**src/rtl/breathing_pwm_multi.sv**
```systemverilog
// Multi-channel breathing LED driver: one shared triangle phase, per-channel offsets,
// optional square-law shaping, and frame-synchronous PWM with registered outputs.
module breathing_pwm_multi #(
  parameter int CH       = 4,
  parameter int PWM_BITS = 8,
  parameter int STEP_DIV = 97656,
  parameter int GAMMA_EN = 1
) (
  input  logic              clk,
  input  logic              rst,
  input  logic [2*CH-1:0]   mode,
  input  logic              pause,
  input  logic              sync,
  output logic [CH-1:0]     light,
  output logic              frame_start
);

  localparam int PW       = PWM_BITS + 1;
  localparam int PSW      = (STEP_DIV > 1) ? $clog2(STEP_DIV) : 1;
  localparam int PH_STEP  = (1 << PW) / CH;
  localparam logic [PSW-1:0]      PS_MAX  = PSW'(STEP_DIV - 1);
  localparam logic [PWM_BITS-1:0] CNT_MAX = '1;

  typedef enum logic [1:0] {
    M_OFF     = 2'd0,
    M_ON      = 2'd1,
    M_BREATHE = 2'd2,
    M_BLINK   = 2'd3
  } mode_t;

  logic [PSW-1:0]      presc_reg;
  logic [PW-1:0]       phase_reg;
  logic [PWM_BITS-1:0] cnt_reg;
  logic                step_tick;
  logic                wrap;

  assign step_tick = (presc_reg == PS_MAX);
  assign wrap      = (cnt_reg == CNT_MAX);

  // sync overrides both the tick and pause
  always_ff @(posedge clk or posedge rst) begin
    if (rst) begin
      presc_reg <= '0;
      phase_reg <= '0;
    end else if (sync) begin
      presc_reg <= '0;
      phase_reg <= '0;
    end else begin
      presc_reg <= step_tick ? '0 : presc_reg + 1'b1;
      if (step_tick && !pause)
        phase_reg <= phase_reg + 1'b1;
    end
  end

  always_ff @(posedge clk or posedge rst) begin
    if (rst) begin
      cnt_reg     <= '0;
      frame_start <= 1'b0;
    end else begin
      cnt_reg     <= cnt_reg + 1'b1;
      frame_start <= wrap;
    end
  end

  for (genvar gi = 0; gi < CH; gi++) begin : g_ch
    localparam logic [PW-1:0] OFFS = PW'(gi * PH_STEP);

    logic [PW-1:0]         ch_phase;
    logic [PWM_BITS-1:0]   level;
    logic [2*PWM_BITS-1:0] level_w;
    logic [2*PWM_BITS-1:0] sq;
    logic [PWM_BITS-1:0]   shaped;
    mode_t                 mode_now;
    mode_t                 mode_reg;
    logic [PWM_BITS-1:0]   duty_reg;
    logic                  light_reg;

    assign mode_now = mode_t'(mode[2*gi +: 2]);
    assign ch_phase = phase_reg + OFFS;
    // falling half mirrors the rising half: (2^N-1) - x == ~x
    assign level    = ch_phase[PW-1] ? ~ch_phase[PWM_BITS-1:0] : ch_phase[PWM_BITS-1:0];
    assign level_w  = {{PWM_BITS{1'b0}}, level};
    assign sq       = level_w * level_w;
    assign shaped   = (GAMMA_EN != 0) ? PWM_BITS'(sq >> PWM_BITS) : level;

    always_ff @(posedge clk or posedge rst) begin
      if (rst) begin
        mode_reg  <= M_OFF;
        duty_reg  <= '0;
        light_reg <= 1'b0;
      end else begin
        if (wrap) begin
          mode_reg <= mode_now;
          case (mode_now)
            M_BREATHE: duty_reg <= shaped;
            M_BLINK:   duty_reg <= ch_phase[PW-1] ? '0 : '1;
            default:   duty_reg <= '0;
          endcase
        end
        // BLINK is all-or-nothing per frame, so it bypasses the comparator
        case (mode_reg)
          M_ON:      light_reg <= 1'b1;
          M_BREATHE: light_reg <= (cnt_reg < duty_reg);
          M_BLINK:   light_reg <= duty_reg[PWM_BITS-1];
          default:   light_reg <= 1'b0;
        endcase
      end
    end

    assign light[gi] = light_reg;
  end

endmodule

```
**config.mk**
```make
export PLATFORM = sky130hd
export DESIGN_NAME = breathing_pwm_multi
export DESIGN_NICKNAME = d
export VERILOG_FILES = /design/src/rtl/breathing_pwm_multi.sv
export SDC_FILE = /design/constraint.sdc
export NUM_CORES = 1
export LEC_CHECK = 0
export ABC_CLOCK_PERIOD_IN_PS = 7080
export BUFFER_PORTS_ARGS = -buffer_cell sky130_fd_sc_hd__buf_4
export CAP_MARGIN = 40
export CORE_AREA = 5 5 179 181
export CTS_CLUSTER_DIAMETER = 120
export DETAILED_ROUTE_END_ITERATION = 7
export DIE_AREA = 0 0 184 186
export GPL_TIMING_DRIVEN = 0
export SYNTH_ARGS = -nofsm -noshare
export SYNTH_HDL_FRONTEND = slang
export SYNTH_SLANG_ARGS = --single-unit
```
**constraint.sdc**
```tcl
create_clock -name clk -period 7.08 [get_ports clk]
set_clock_uncertainty 0.2 [all_clocks]
set_input_delay 0.354 -clock clk [delete_from_list [all_inputs] [get_ports clk]]
set_output_delay 0.354 -clock clk [all_outputs]
set_load 0.01 [all_outputs]
```
==> implementation parameters <==
Parameter                              Value

Status
  Run status ... complete, no violations

Die
  Die width ... 184 um
  Die height ... 186 um
  Initial cell density of the core ... between 30 and 40%
  Die area ... 34200 sq um
  Row count ... 64
  I/O Pins ... 17
  Core outline area ... 30300 sq um

Cells and area
  Top library cells by usage in the layout, fill and taps aside ... 210 x sky130_fd_sc_hd__inv_1, 139 x sky130_fd_sc_hd__ha_1, 129 x sky130_fd_sc_hd__nor2_1, 123 x sky130_fd_sc_hd__nand2_1, 96 x sky130_fd_sc_hd__fa_1
  Design area ... around 11000 sq um
  Flip-flop and latch area ... 1980 sq um
  # nets final ... around 1500
  Antenna diode count ... 0
  Footprint of the multi-input gates ... 7400 sq um
  Number of flip-flops in the largest register ... 32
  Area grow syn2layout ... 9.38%
  Layout filler cell count ... a little over 3000
  Ratio of cells with drive above 1 in the final layout ... 5.02%
  Most common cell after layout, fill and taps aside ... sky130_fd_sc_hd__inv_1

Power and ir drop
  Logic pwr share ... 2.7%
  Cell-internal power ... 0.744 mW
  Post-layout power ... 0.975 mW
  Seq pwr share ... 46.6%
  Worst vdd rail ir drop ... ~0.12 mV
  Switching fraction of total power ... 23.7%
  Power per Cell Area ... 85.9 nW/um^2
  Leakage power total ... 5.72 nW
  Switching power ... 0.232 mW
  Fraction of power consumed by the clock network ... 50.7%

Min path
  Critical hold path startpoint ... mode[0]
  Worst hold path class ... in2reg

Global routing
  Via count of the first global-routing pass ... 8149
  Leftover overflow at the end of global routing ... 0
  Global-route wire length before repair ... just under 40000 um
  Largest net degree at the start of global routing ... 56
  Initial antenna violation count ... 0
  Total global-route track usage ... 14.0%

Clock network
  Insertion delay to the later sink of the worst-skew pair ... 0.35 ns
  Clock tree from TritonCTS ... yes
  CTS Root Buffer Type ... sky130_fd_sc_hd__clkbuf_16
  Clk sinks ... 79
  Count of cells resized by post-cts repair ... 0
  Depth of the CTS H-tree ... 3
  Longest Clk Path Bufs ... 2
  Post-CTS Setup Repair Bufs ... 0
  Register clock-pin slew on the reported worst setup and hold paths ... 0.07 ns
  Hold-fix buffer count after cts ... 1
  Inserted Clock Buffers ... 9

Route
  Total number of vias ... 8029
  Number of antenna-violating nets in the routed design ... 0
  Pre-Repair DR Iteration Count ... 5
  Total wirelength of the detailed-routed design ... 22800 um
  Highest Signal Layer ... met4
  Vias per inst ... 4.86
  Initial DRC count ... 363
  Detailed-route wire length per cell ... around 14 um
  Amount of wire on met2 after detailed routing ... 11100 um
  Met3 WL post-DR ... 544 um
  Post-detailed-route DRC marker count ... 0
  Wl on met1 ... 11000 um

Logic synthesis
  Number of enable-type register cells in the synthesized netlist ... 0
  Synthesized netlist net count ... 1468
  Async SR Flop Fraction ... 100%
  Number of register bits inferred by synthesis ... 79
  Syn Std Cell Area ... 10400 sq um
  Yosys Warn Count ... 0
  Synthesized area per cell ... ~8.5 sq um
  Distinct cell type count after synthesis ... 65
  Dominant synthesized flop cell ... sky130_fd_sc_hd__dfrtp_1
  Post-synthesis instance total ... 1221
  Sequential area share after synthesis ... 19.0%

Worst setup path
  Crit end category ... flip-flop
  Data required time at the worst endpoint ... 7.07 ns
  Critical Path Source ... phase_reg[8]
  Type of element launching the critical path ... flip-flop
  Data arrival, critical path ... roughly 6.6 ns
  Crit Path Max Fanout ... 10
  Setup CP Type ... reg2reg
  Critical R2R Launch ... phase_reg[8]

Timing
  Final Cycle Share ... 93.5%
  Time the final worst path needs with I/O delays and setup ... 6.62 ns
  Highest Clock Rate ... 151 MHz
  Setup TNS after final layout ... 0 ns
  Count of endpoints failing setup in the final report ... 0
  Hold slack ... 0.0216 ns
  Count of pins over their slew limit ... 0
  Max-slew headroom ... 43.9%
  Slew of the pin with the lowest slew margin ... 0.835 ns
  Setup ws final ... about 0.46 ns
  RSZ-0062 raised after global routing ... false
  Endpoints failing hold ... 0

Place
  Cell Area, Placed ... ~11000 sq um
  HPWL after detailed placement ... 18600 um
  Buffers added on ports ... 15
  DP Worst Slack ... 0.419 ns
  Final weighted congestion of routability-driven global placement ... 0.814

Job
  Max-cap check violation count ... 0
-- final cells by class --
cell class              count  area share [%]
flip-flops and latches     79            17.4
multi-input cells         883            65.2
clock inverters             7           0.749
clock buffers               9            1.98
repair buffers             19            1.45
plain buffers              43            1.71
well taps                 396            4.36
inverters                 216            7.16
-- power by group through the flow --
stage | sequential (mW) | clock [mW] | combinational (mW)
finish | 0.454 | 0.495 | 0.0261
global route | 0.454 | 0.523 | 0.0301
floorplan | 0.463 | 0 | 0.0129
detailed placement | 0.463 | 0 | 0.0266
CTS | 0.454 | 0.504 | 0.0272
global placement | 0.463 | 0 | 0.0242
-- metrics by stage --
step	std cells	util, %
2_1_floorplan	1221	-
3_3_place_gp	1632	36.3
3_5_place_dp	1635	36.4
4_1_cts	1652	37.5
5_1_grt	1652	37.5
6_report	1652	37.5
-- kinds of logic after synthesis --
kind of cell	count (synthesis)	synth area share (%)
AO/OA/AOI/OAI	182	10.8
XOR/XNOR	91	8.58
adder cells (fa/ha/maj)	235	35.3
buffers and inverters	259	9.68
flip-flops	79	19.0
multiplexers	4	0.398
AND/OR/NAND/NOR	371	16.2
-- cells in the mapped netlist (20+ instances only) --
master / instances / area (sq um)
sky130_fd_sc_hd__a21oi_1: 73 / 365
sky130_fd_sc_hd__o21ai_0: 36 / 180
sky130_fd_sc_hd__nand3_1: 22 / 110
sky130_fd_sc_hd__dfrtp_1: 79 / 1980
sky130_fd_sc_hd__inv_1: 211 / 792
sky130_fd_sc_hd__nor2_1: 129 / 484
sky130_fd_sc_hd__or3_1: 20 / 125
sky130_fd_sc_hd__xor2_1: 32 / 280
sky130_fd_sc_hd__fa_1: 96 / 1920
sky130_fd_sc_hd__ha_1: 139 / 1740
sky130_fd_sc_hd__nand2_1: 123 / 462
sky130_fd_sc_hd__xnor2_1: 51 / 447
sky130_fd_sc_hd__clkbuf_1: 28 / 105
-- worst max-delay path: stages, from the launching register on --
cell and delay [ns]:
sky130_fd_sc_hd__dfrtp_1 0.36, sky130_fd_sc_hd__buf_4 0.20, sky130_fd_sc_hd__xor2_1 0.67, sky130_fd_sc_hd__inv_2 0.26
sky130_fd_sc_hd__xnor2_2 0.57, sky130_fd_sc_hd__inv_2 0.26, sky130_fd_sc_hd__fa_1 0.58, sky130_fd_sc_hd__inv_1 0.05
sky130_fd_sc_hd__fa_1 0.47, sky130_fd_sc_hd__inv_1 0.05, sky130_fd_sc_hd__fa_1 0.50, sky130_fd_sc_hd__fa_1 0.54
sky130_fd_sc_hd__inv_1 0.04, sky130_fd_sc_hd__ha_1 0.34, sky130_fd_sc_hd__nand2_1 0.09, sky130_fd_sc_hd__o32ai_1 0.11
sky130_fd_sc_hd__a211oi_1 0.50, sky130_fd_sc_hd__a22oi_1 0.19, sky130_fd_sc_hd__a21oi_1 0.21, sky130_fd_sc_hd__xor2_1 0.18
sky130_fd_sc_hd__a21oi_1 0.09
-- final timing paths --
kind	end	slack [ns]	depth (start not counted)
worst max-delay path	g_ch[1].duty_reg[4]	0.46	20
worst min-delay path	g_ch[0].mode_reg[0]	0.02	3
worst max register to register	g_ch[1].duty_reg[4]	0.46	20
worst min register to register	presc_reg[0]	0.29	1
max in group asynchronous	presc_reg[9]	5.74	4
min in group asynchronous	cnt_reg[0]	0.34	3
-- per-layer routing --
layer / global-route usage [%] / vias to the layer above
met1: 19.0 / 3939
met5: 0 / -
met4: 2.69 / 0
li1: - / 3989
met3: 1.60 / 16
met2: 24.4 / 85
Power figures use the tool's default switching activity.
